`src/rtl/secuenciador_juego_if.sv`:
```
//==============================================================================
// Module      : secuenciador_juego_if
// Description : Player-input and frog-controller signal bundle of the game
//               sequencer.
// Revision    : 1.0 - initial release
//==============================================================================
`default_nettype none

interface secuenciador_juego_if #(
    parameter int TIMER_WIDTH = 8
);
    logic                   SJ_START;
    logic                   SJ_TICK;
    logic                   SJ_RANA_LLEGO;
    logic                   SJ_RANA_CHOCO;
    logic [2:0]             SJ_ESTADO_OUT;
    logic                   SJ_GANO_OUT;
    logic                   SJ_PERDIO_OUT;
    logic [TIMER_WIDTH-1:0] SJ_TIEMPO_OUT;
    logic [1:0]             SJ_RANAS_OUT;
    logic [2:0]             SJ_NIVEL_OUT;
    logic                   SJ_JUGANDO_OUT;
    logic [1:0]             SJ_FIN_OUT;

    modport master (
        output SJ_START, SJ_TICK, SJ_RANA_LLEGO, SJ_RANA_CHOCO,
        input  SJ_ESTADO_OUT, SJ_GANO_OUT, SJ_PERDIO_OUT, SJ_TIEMPO_OUT,
               SJ_RANAS_OUT, SJ_NIVEL_OUT, SJ_JUGANDO_OUT, SJ_FIN_OUT
    );

    modport slave (
        input  SJ_START, SJ_TICK, SJ_RANA_LLEGO, SJ_RANA_CHOCO,
        output SJ_ESTADO_OUT, SJ_GANO_OUT, SJ_PERDIO_OUT, SJ_TIEMPO_OUT,
               SJ_RANAS_OUT, SJ_NIVEL_OUT, SJ_JUGANDO_OUT, SJ_FIN_OUT
    );
endinterface

`default_nettype wire

```
`src/rtl/secuenciador_juego.sv`:
```
//==============================================================================
// Module      : secuenciador_juego
// Description : Game sequencer - launches frogs, runs the per-frog countdown,
//               scores saves/losses, tracks level and holds the game result.
// Revision    : 1.0 - initial release
//==============================================================================
`default_nettype none

module secuenciador_juego #(
    parameter int TIMER_WIDTH = 8,
    parameter int TIEMPO_RANA = 100,
    parameter int PASO_NIVEL  = 8,
    parameter int NIVEL_MAX   = 7,
    parameter int HOLD_TICKS  = 4
) (
    input  logic                 SJ_CLOCK_50,
    input  logic                 SJ_RESET_InLow,
    secuenciador_juego_if.slave  sj
);

    localparam int                 c_HOLD_W    = $clog2(HOLD_TICKS + 1);
    localparam logic [c_HOLD_W-1:0] c_HOLD_LAST = c_HOLD_W'(HOLD_TICKS - 1);
    localparam logic [2:0]         c_NIVEL_MAX = 3'(NIVEL_MAX);

    if (TIEMPO_RANA <= PASO_NIVEL * NIVEL_MAX) begin : g_param_check
        $error("secuenciador_juego: TIEMPO_RANA must exceed PASO_NIVEL*NIVEL_MAX");
    end

    typedef enum logic [2:0] {
        REPOSO         = 3'd0,
        LANZA          = 3'd1,
        JUGANDO        = 3'd2,
        ANOTA          = 3'd3,
        FALLA          = 3'd4,
        MOSTRAR_GANO   = 3'd5,
        MOSTRAR_PERDIO = 3'd6
    } estado_t;

    estado_t                r_estado;
    estado_t                w_estado_sig;
    logic                   r_start_q;
    logic [TIMER_WIDTH-1:0] r_timer;
    logic [1:0]             r_ranas;
    logic [2:0]             r_nivel;
    logic [c_HOLD_W-1:0]    r_hold;
    logic                   w_start_evt;
    logic                   w_hold_fin;
    logic [TIMER_WIDTH-1:0] w_recarga;

    assign w_start_evt = sj.SJ_START & ~r_start_q;
    assign w_hold_fin  = sj.SJ_TICK && (r_hold == c_HOLD_LAST);
    assign w_recarga   = TIMER_WIDTH'(TIEMPO_RANA) - TIMER_WIDTH'(PASO_NIVEL * int'(r_nivel));

    // Reset value 1 keeps a button held through reset from looking like a press.
    always_ff @(posedge SJ_CLOCK_50 or negedge SJ_RESET_InLow) begin
        if (!SJ_RESET_InLow) begin
            r_start_q <= 1'b1;
        end else begin
            r_start_q <= sj.SJ_START;
        end
    end

    always_ff @(posedge SJ_CLOCK_50 or negedge SJ_RESET_InLow) begin
        if (!SJ_RESET_InLow) begin
            r_estado <= REPOSO;
        end else begin
            r_estado <= w_estado_sig;
        end
    end

    always_comb begin
        w_estado_sig       = r_estado;
        sj.SJ_ESTADO_OUT   = 3'b000;
        sj.SJ_GANO_OUT     = 1'b0;
        sj.SJ_PERDIO_OUT   = 1'b0;
        sj.SJ_JUGANDO_OUT  = 1'b0;
        sj.SJ_FIN_OUT      = 2'b00;
        case (r_estado)
            REPOSO: begin
                if (w_start_evt) w_estado_sig = LANZA;
            end
            LANZA: begin
                sj.SJ_ESTADO_OUT  = 3'b111;
                sj.SJ_JUGANDO_OUT = 1'b1;
                w_estado_sig      = JUGANDO;
            end
            JUGANDO: begin
                sj.SJ_JUGANDO_OUT = 1'b1;
                // A crash outranks a simultaneous arrival.
                if (sj.SJ_RANA_CHOCO || (r_timer == '0)) begin
                    w_estado_sig = FALLA;
                end else if (sj.SJ_RANA_LLEGO) begin
                    w_estado_sig = ANOTA;
                end
            end
            ANOTA: begin
                sj.SJ_GANO_OUT    = 1'b1;
                sj.SJ_JUGANDO_OUT = 1'b1;
                w_estado_sig      = (r_ranas == 2'd2) ? MOSTRAR_GANO : JUGANDO;
            end
            FALLA: begin
                sj.SJ_PERDIO_OUT = 1'b1;
                w_estado_sig     = MOSTRAR_PERDIO;
            end
            MOSTRAR_GANO: begin
                sj.SJ_FIN_OUT = 2'b01;
                if (w_hold_fin) w_estado_sig = REPOSO;
            end
            MOSTRAR_PERDIO: begin
                sj.SJ_FIN_OUT = 2'b10;
                if (w_hold_fin) w_estado_sig = REPOSO;
            end
            default: begin
                w_estado_sig = REPOSO;
            end
        endcase
    end

    always_ff @(posedge SJ_CLOCK_50 or negedge SJ_RESET_InLow) begin
        if (!SJ_RESET_InLow) begin
            r_timer <= '0;
            r_ranas <= 2'd0;
            r_nivel <= 3'd0;
            r_hold  <= '0;
        end else begin
            case (r_estado)
                LANZA: begin
                    r_ranas <= 2'd0;
                    r_timer <= w_recarga;
                end
                JUGANDO: begin
                    if (sj.SJ_TICK && (r_timer != '0)) begin
                        r_timer <= r_timer - TIMER_WIDTH'(1);
                    end
                end
                ANOTA: begin
                    // Reload ignores any tick arriving in this cycle.
                    r_ranas <= r_ranas + 2'd1;
                    r_timer <= w_recarga;
                    if ((r_ranas == 2'd2) && (r_nivel != c_NIVEL_MAX)) begin
                        r_nivel <= r_nivel + 3'd1;
                    end
                end
                FALLA: begin
                    r_nivel <= 3'd0;
                end
                MOSTRAR_GANO, MOSTRAR_PERDIO: begin
                    if (sj.SJ_TICK) begin
                        r_hold <= w_hold_fin ? '0 : r_hold + c_HOLD_W'(1);
                    end
                end
                default: begin
                end
            endcase
        end
    end

    assign sj.SJ_TIEMPO_OUT = r_timer;
    assign sj.SJ_RANAS_OUT  = r_ranas;
    assign sj.SJ_NIVEL_OUT  = r_nivel;

endmodule

`default_nettype wire

```
`src/flat_wrapper.sv`:
```
// flat-port wrapper written by rule: the top's interface ports become plain ports
module secuenciador_juego_flat 
#(
    parameter int TIMER_WIDTH = 8,
    parameter int TIEMPO_RANA = 100,
    parameter int PASO_NIVEL  = 8,
    parameter int NIVEL_MAX   = 7,
    parameter int HOLD_TICKS  = 4
)
  (SJ_CLOCK_50, SJ_RESET_InLow, sj_SJ_START, sj_SJ_TICK, sj_SJ_RANA_LLEGO, sj_SJ_RANA_CHOCO, sj_SJ_ESTADO_OUT, sj_SJ_GANO_OUT, sj_SJ_PERDIO_OUT, sj_SJ_TIEMPO_OUT, sj_SJ_RANAS_OUT, sj_SJ_NIVEL_OUT, sj_SJ_JUGANDO_OUT, sj_SJ_FIN_OUT);
  secuenciador_juego_if #(.TIMER_WIDTH(TIMER_WIDTH)) sj_i ();
  input  logic SJ_CLOCK_50;
  input  logic SJ_RESET_InLow;
  input wire logic [$bits(sj_i.SJ_START)-1:0] sj_SJ_START;
  input wire logic [$bits(sj_i.SJ_TICK)-1:0] sj_SJ_TICK;
  input wire logic [$bits(sj_i.SJ_RANA_LLEGO)-1:0] sj_SJ_RANA_LLEGO;
  input wire logic [$bits(sj_i.SJ_RANA_CHOCO)-1:0] sj_SJ_RANA_CHOCO;
  output wire logic [$bits(sj_i.SJ_ESTADO_OUT)-1:0] sj_SJ_ESTADO_OUT;
  output wire logic [$bits(sj_i.SJ_GANO_OUT)-1:0] sj_SJ_GANO_OUT;
  output wire logic [$bits(sj_i.SJ_PERDIO_OUT)-1:0] sj_SJ_PERDIO_OUT;
  output wire logic [$bits(sj_i.SJ_TIEMPO_OUT)-1:0] sj_SJ_TIEMPO_OUT;
  output wire logic [$bits(sj_i.SJ_RANAS_OUT)-1:0] sj_SJ_RANAS_OUT;
  output wire logic [$bits(sj_i.SJ_NIVEL_OUT)-1:0] sj_SJ_NIVEL_OUT;
  output wire logic [$bits(sj_i.SJ_JUGANDO_OUT)-1:0] sj_SJ_JUGANDO_OUT;
  output wire logic [$bits(sj_i.SJ_FIN_OUT)-1:0] sj_SJ_FIN_OUT;
  assign sj_i.SJ_START = sj_SJ_START;
  assign sj_i.SJ_TICK = sj_SJ_TICK;
  assign sj_i.SJ_RANA_LLEGO = sj_SJ_RANA_LLEGO;
  assign sj_i.SJ_RANA_CHOCO = sj_SJ_RANA_CHOCO;
  assign sj_SJ_ESTADO_OUT = sj_i.SJ_ESTADO_OUT;
  assign sj_SJ_GANO_OUT = sj_i.SJ_GANO_OUT;
  assign sj_SJ_PERDIO_OUT = sj_i.SJ_PERDIO_OUT;
  assign sj_SJ_TIEMPO_OUT = sj_i.SJ_TIEMPO_OUT;
  assign sj_SJ_RANAS_OUT = sj_i.SJ_RANAS_OUT;
  assign sj_SJ_NIVEL_OUT = sj_i.SJ_NIVEL_OUT;
  assign sj_SJ_JUGANDO_OUT = sj_i.SJ_JUGANDO_OUT;
  assign sj_SJ_FIN_OUT = sj_i.SJ_FIN_OUT;
  secuenciador_juego #(.TIMER_WIDTH(TIMER_WIDTH), .TIEMPO_RANA(TIEMPO_RANA), .PASO_NIVEL(PASO_NIVEL), .NIVEL_MAX(NIVEL_MAX), .HOLD_TICKS(HOLD_TICKS)) u_core (.SJ_CLOCK_50(SJ_CLOCK_50), .SJ_RESET_InLow(SJ_RESET_InLow), .sj(sj_i));
endmodule
```
`config.mk`:
```
export PLATFORM = sky130hd
export DESIGN_NAME = secuenciador_juego_flat
export DESIGN_NICKNAME = d
export VERILOG_FILES = /design/src/rtl/secuenciador_juego_if.sv /design/src/rtl/secuenciador_juego.sv /design/src/flat_wrapper.sv
export SDC_FILE = /design/constraint.sdc
export NUM_CORES = 1
export LEC_CHECK = 0
export ABC_AREA = 0
export ABC_CLOCK_PERIOD_IN_PS = 2070
export CAP_MARGIN = 10
export CORE_ASPECT_RATIO = 0.9
export CORE_MARGIN = 3
export CORE_UTILIZATION = 50
export DETAILED_ROUTE_END_ITERATION = 6
export PLACE_DENSITY = 0.81
export REMOVE_ABC_BUFFERS = 1
export SLEW_MARGIN = 20
export SYNTH_ARGS = -nofsm -noshare
export SYNTH_HDL_FRONTEND = slang
export SYNTH_SLANG_ARGS = --single-unit
```
`constraint.sdc`:
```
create_clock -name SJ_CLOCK_50 -period 2.07 [get_ports SJ_CLOCK_50]
set_input_delay 0.3105 -clock SJ_CLOCK_50 [delete_from_list [all_inputs] [get_ports SJ_CLOCK_50]]
set_output_delay 0.3105 -clock SJ_CLOCK_50 [all_outputs]
set_load 0.02 [all_outputs]
```
==> impl_metrics.yaml, run 1 <==
layout:
  antenna_cells: 0
  layout_commonest_cell: "clkdlybuf4s50_1"
  layout-drive-gt1-share: 0.1628
  multi_input_area_um2: 732.0
  seq_area_um2: 504.2
  final_cell_mix: "18 x clkdlybuf4s50_1, 17 x dfrtp_1, 11 x nor2_1, 11 x buf_4, 10 x nand2_1"
  fillers: 183
  nNetsFinal: 186
  design_area_um2: 1684
  syn2layout_area_growth_pct: 28.44
logic_synthesis:
  ys_ff_latch: 20
  synth_cell_type_count: 44
  synthFlopType: "dfrtp_1"
  syn_avg_cell_area_um2: 9.366
  synth.cell_area_um2: 1311
  ys_warn_count: 0
  synth_cells: 140
  synth_edf_count: 0
  async_flop_share: 1.000
  ys_top_cells_by_area: "dfrtp_1 36%, ha_1 6.7%, nor2_1 3.1%"
  yosysTopAreaCell: "dfrtp_1"
  synth_top_area_share: 0.3626
  seq_area_frac_synth: 0.3826
floorplanning:
  coreArea_um2: 2322
  fp-row-count: 16
  dieArea_um2: 3274
  die_h_um: 54.58
  io_pins: 27
  die_w_um: 59.98
  start_util: 0.5647
cts:
  clock_latency_ns: 0.31
  cts_setup_buffers: 0
  numCtsBuffers: 3
  clockBufferDepth: 2
  clock-sinks: 20
  cts_tree: "yes"
  cts-root-buf: "clkbuf_4"
  clk_pin_slew_ns: 0.12
  cts-htree-levels: 1
worst_setup_path:
  cpPeakStageDelay_ns: 0.47
  reg2regPathDepth: 6
  critPathBufInv: 1
  worstPathRequired_ns: 2.28
  worst_ep_arrival_time_ns: 2.15
  end_kind: "register"
  crit_start: "u_core.sj.SJ_TIEMPO_OUT[1]"
  path_depth: 6
  worstPathMaxFanout: 5
  crit_slowest_cell: "or4_1"
  crit_chain: "inv_1, ha_1, nor4b_4, a21o_1, or4_1, a32o_1"
  rr_endpoint: "u_core.sj.SJ_TIEMPO_OUT[6]"
  worstSetupPathType: "reg2reg"
  cpLargestDelayFamily: "simple AND/OR/NAND/NOR gates"
  rrSetupSlack_ns: 0.13
  worstReg2RegStart: "u_core.sj.SJ_TIEMPO_OUT[1]"
  crit_end: "u_core.sj.SJ_TIEMPO_OUT[6]"
  worst_setup_path_start_kind: "register"
sta:
  tns_ns: 0
  max_freq_ghz: 0.5152
  rsz0062_at_grt: "false"
  finalSetupViolCount: 0
  period_needed_ns: 1.941
  slew_headroom: 0.7748
  fin_crit_sh: 0.9378
  skew_ns: 0.01066
  tightest_slew_ns: 0.3336
  fin_ws_ns: 0.1288
  slew_violations: 0
  finalHoldViolations: 0
run:
  cap_violations: 0
global_route:
  met3_usage: 0.05896
  grt_pass1_vias: 1151
  met2_usage: 0.3345
  antenna_found_initial: 0
  track_usage: 0.2189
  gr-total-overflow: 0
  grtUsageMet1: 0.3026
  grt-busiest-layer: "met2"
  grt_pass1_wl_um: 5375
  grt_start_max_net_pins: 21
hold_path:
  hp-class: "in2async"
placed_design:
  place_congestion: 0.8929
  port_buffers: 26
  dp_slack_ns: 0.04413
  dp_hpwl_um: 2320
  dpl_cell_area_um2: 1624
detailed_routing:
  drt_iter0_drc: 50
  final_antenna_net_count: 0
  vias: 1174
  wire_per_inst_um: 16.10
  dr.pass1.iters: 4
  wirelength_um: 3203
  viasPerCell: 5.899
  drc_errors: 0
power_and_ir_drop:
  ir_drop_mv: 0.8852
  leakage_uw: 0.0007574
  p_per_area_nw_per_um2: 1406
run_status:
  status: "complete, no violations"
==> what timing repair did <==
action	CTS	global route
gates cloned	0	0
pin swaps	0	0
setup endpoints to repair	8	5
resized for setup	9	4
hold buffers	0	0
==> synthesized netlist by cell type, types with 3 or more instances <==
master,count
nor2b_1,4
dfrtp_1,19
clkbuf_1,3
ha_1,7
a21oi_1,4
or3_1,4
a22oi_1,3
nand2_1,10
nor2_1,11
nand3_1,3
o21ai_0,6
buf_4,4
nor3_1,5
o31ai_1,3
mux2i_1,4
and2_1,3
inv_1,9
a211oi_1,3
==> stage by stage <==
step	util	std cells	hold slack [ns]	power (uW)
floorplan	-	131	0.01491	1490
global placement	0.6994	195	0.4857	2069
detailed placement	0.6994	195	0.4971	2115
CTS	0.7139	199	0.3147	2348
global route	0.7252	199	0.3238	2547
finish	0.7252	199	0.3106	2367
==> routing by layer <==
| metal | share of wire | up-vias |
|---|---|---|
| met2 | 0.46 | 55 |
| met3 | 0.080 | 2 |
| li1 | - | 572 |
| met1 | 0.46 | 545 |
| met5 | 0 | - |
| met4 | 0.0031 | 0 |
==> layout make-up <==
cell class                 count  area share
tap                           27     0.02006
clock buffer                   4     0.02155
sequential                    20      0.2994
timing repair buffer          37      0.2021
multi-input combinational    101      0.4346
inverter                      10     0.02229
==> report_power, final <==
group | internal, uW | switching, uW
combinational | 641 | 775
clock | 107 | 130
sequential | 528 | 186
==> state kept, by name, indices dropped and copies added (netlist names) <==
name                     flops
u_core.sj.SJ_TIEMPO_OUT      8
u_core.r_estado              3
u_core.sj.SJ_NIVEL_OUT       3
u_core.sj.SJ_RANAS_OUT       2
u_core.r_hold                3
u_core.r_start_q             1
==> worst min path at each step <==
stage / cells past startpoint / endpoint
6_report: 2 / u_core.sj.SJ_TIEMPO_OUT[0]
2_1_floorplan: 0 / u_core.r_estado[0]
3_3_place_gp: 1 / u_core.r_hold[0]
4_1_cts: 2 / u_core.sj.SJ_TIEMPO_OUT[0]
3_5_place_dp: 1 / u_core.r_hold[0]
5_1_grt: 2 / u_core.sj.SJ_TIEMPO_OUT[4]
==> cells by family after synthesis <==
family,synth area share
simple gates,0.2223
compound gates,0.1899
flops,0.3826
buf+inv,0.07728
fa+ha+maj,0.06679
mux,0.04771
xor+xnor,0.01336
Power figures use the tool's default switching activity.
==> inputs of run 2 (changes only) <==
- SKIP_CTS_REPAIR_TIMING: default -> 1
==> run 2 against run 1 <==
  * Cell area is 2.4% higher
  * Register-to-register slack better by 0.02 ns
  * Die area did not move
  * Global-route usage hardly changed
  * Non-clock buffer count increased by 2
  * Power increased by 2.5%
  * Final cell count up 1.0%
  * Sequential cell count unchanged
  * Critical path type is now reg2out
==> impl_metrics.yaml, run 2 (synthesized netlist as in run 1, its figures left out) <==
run_status:
  status: "complete, no violations"
worst_setup_path:
  worstReg2RegStart: "u_core.sj.SJ_TIEMPO_OUT[1]"
  worst_ep_arrival_time_ns: 1.69
  cpPeakStageDelay_ns: 0.53
  rrSetupSlack_ns: 0.15
  worstPathMaxFanout: 8
  reg2regPathDepth: 6
  worst_setup_path_start_kind: "register"
  end_kind: "output port"
  worstPathRequired_ns: 1.76
  rr_endpoint: "u_core.sj.SJ_TIEMPO_OUT[6]"
  crit_slowest_cell: "clkdlybuf4s50_1"
  crit_top_cell: "nor2_1"
  worstSetupPathType: "reg2out"
  crit_chain: "buf_4, nor2_1, nor2_1, clkdlybuf4s50_1"
  cpLargestDelayFamily: "buffers and inverters"
  critPathBufInv: 2
sta:
  rsz0062_at_grt: "true"
  finalHoldViolations: 0
  fin_crit_sh: 0.9657
  slew_violations: 0
  max_freq_ghz: 0.5003
  skew_ns: 0.009555
  tightest_slew_ns: 0.3489
  finalSetupViolCount: 0
  period_needed_ns: 1.999
  slew_headroom: 0.7664
  tns_ns: 0
power_and_ir_drop:
  ir_drop_mv: 0.9150
  leakage_uw: 0.0008317
  total_power_uw: 2427
  p_per_area_nw_per_um2: 1408
detailed_routing:
  wire_per_inst_um: 16.07
  viasPerCell: 6.020
  drt_iter0_drc: 64
  wirelength_um: 3230
  vias: 1210
  routed-wl-met2_um: 1487
  wl_met1_um: 1470
  final_antenna_net_count: 0
  dr.pass1.iters: 4
  wl_met3_um: 262
  dr.max_layer_used: "met4"
  drc_errors: 0
floorplanning:
  fp-row-count: 16
  die_w_um: 59.98
  dieArea_um2: 3274
  die_h_um: 54.58
  io_pins: 27
  start_util: 0.5647
  coreArea_um2: 2322
placed_design:
  dp_hpwl_um: 2320
  place_congestion: 0.8929
  place_inst: 195
  port_buffers: 26
global_route:
  track_usage: 0.2194
  grt_pass1_wl_um: 5388
  antenna_found_initial: 0
  gr-total-overflow: 0
  grt_pass1_vias: 1157
  grt_start_max_net_pins: 21
layout:
  layout.cells.non_filler: 201
  fillers: 175
  final_core_util: 0.7425
  nNetsFinal: 188
  layout_commonest_cell: "clkdlybuf4s50_1"
  syn2layout_area_growth_pct: 31.49
  antenna_cells: 0
  final_cell_mix: "19 x clkdlybuf4s50_1, 17 x dfrtp_1, 13 x buf_4"
  layout-drive-gt1-share: 0.1782
  largest_reg_flops: 8
cts:
  numCtsBuffers: 3
  clk_pin_slew_ns: 0.12
  cts-htree-levels: 1
  clock_latency_ns: 0.31
  clockBufferDepth: 2
  cts_tree: "yes"
  clock-sinks: 20
  cts-root-buf: "clkbuf_4"
hold_path:
  hp-class: "in2async"
run:
  cap_violations: 0
-- run 2: metrics by stage --
step | area, um2 | hold slack [ns] | setup slack [ns]
6_report | 1724 | 0.3100 | 0.07106
5_1_grt | 1724 | 0.3238 | -0.01334
4_1_cts | 1660 | 0.3147 | -0.1037
3_5_place_dp | 1624 | 0.4971 | 0.04413
3_3_place_gp | 1624 | 0.4857 | 0.1073
2_1_floorplan | 1247 | 0.01491 | -0.01858
-- run 2: final cells by class --
| class | count | area (um2) | share of cell area |
|---|---|---|---|
| Tap cell | 27 | 33.78 | 0.01959 |
| Clock buffer | 4 | 36.28 | 0.02105 |
| Inverter | 10 | 37.54 | 0.02177 |
| Multi-Input combinational cell | 101 | 737.0 | 0.4274 |
| Timing Repair Buffer | 39 | 375.4 | 0.2177 |
| Sequential cell | 20 | 504.2 | 0.2925 |
-- run 2: report_power, final --
part / switching [uW] / internal [uW] / total [uW]
combinational: 793 / 687 / 1480
clock: 131 / 108 / 238
sequential: 181 / 528 / 708
-- run 2: routing by layer --
metal / global-route usage / vias up
met5: 0 / -
met4: 0.06273 / 0
met3: 0.05896 / 2
met2: 0.3345 / 51
met1: 0.3040 / 577
li1: - / 580
-- run 2: how the worst max path moves through the flow --
stage / from / end / slack (ns) / depth (start not counted)
after detailed placement: sj_SJ_TICK / u_core.sj.SJ_TIEMPO_OUT[7] / 0.04 / 6
after floorplan: u_core.sj.SJ_TIEMPO_OUT[0] / u_core.sj.SJ_TIEMPO_OUT[6] / -0.02 / 6
final: u_core.r_estado[0] / sj_SJ_JUGANDO_OUT / 0.07 / 4
after global placement: sj_SJ_TICK / u_core.sj.SJ_TIEMPO_OUT[7] / 0.11 / 6
after CTS: u_core.r_estado[1] / sj_SJ_FIN_OUT[1] / -0.10 / 3
after global routing: u_core.r_estado[0] / sj_SJ_JUGANDO_OUT / -0.01 / 4
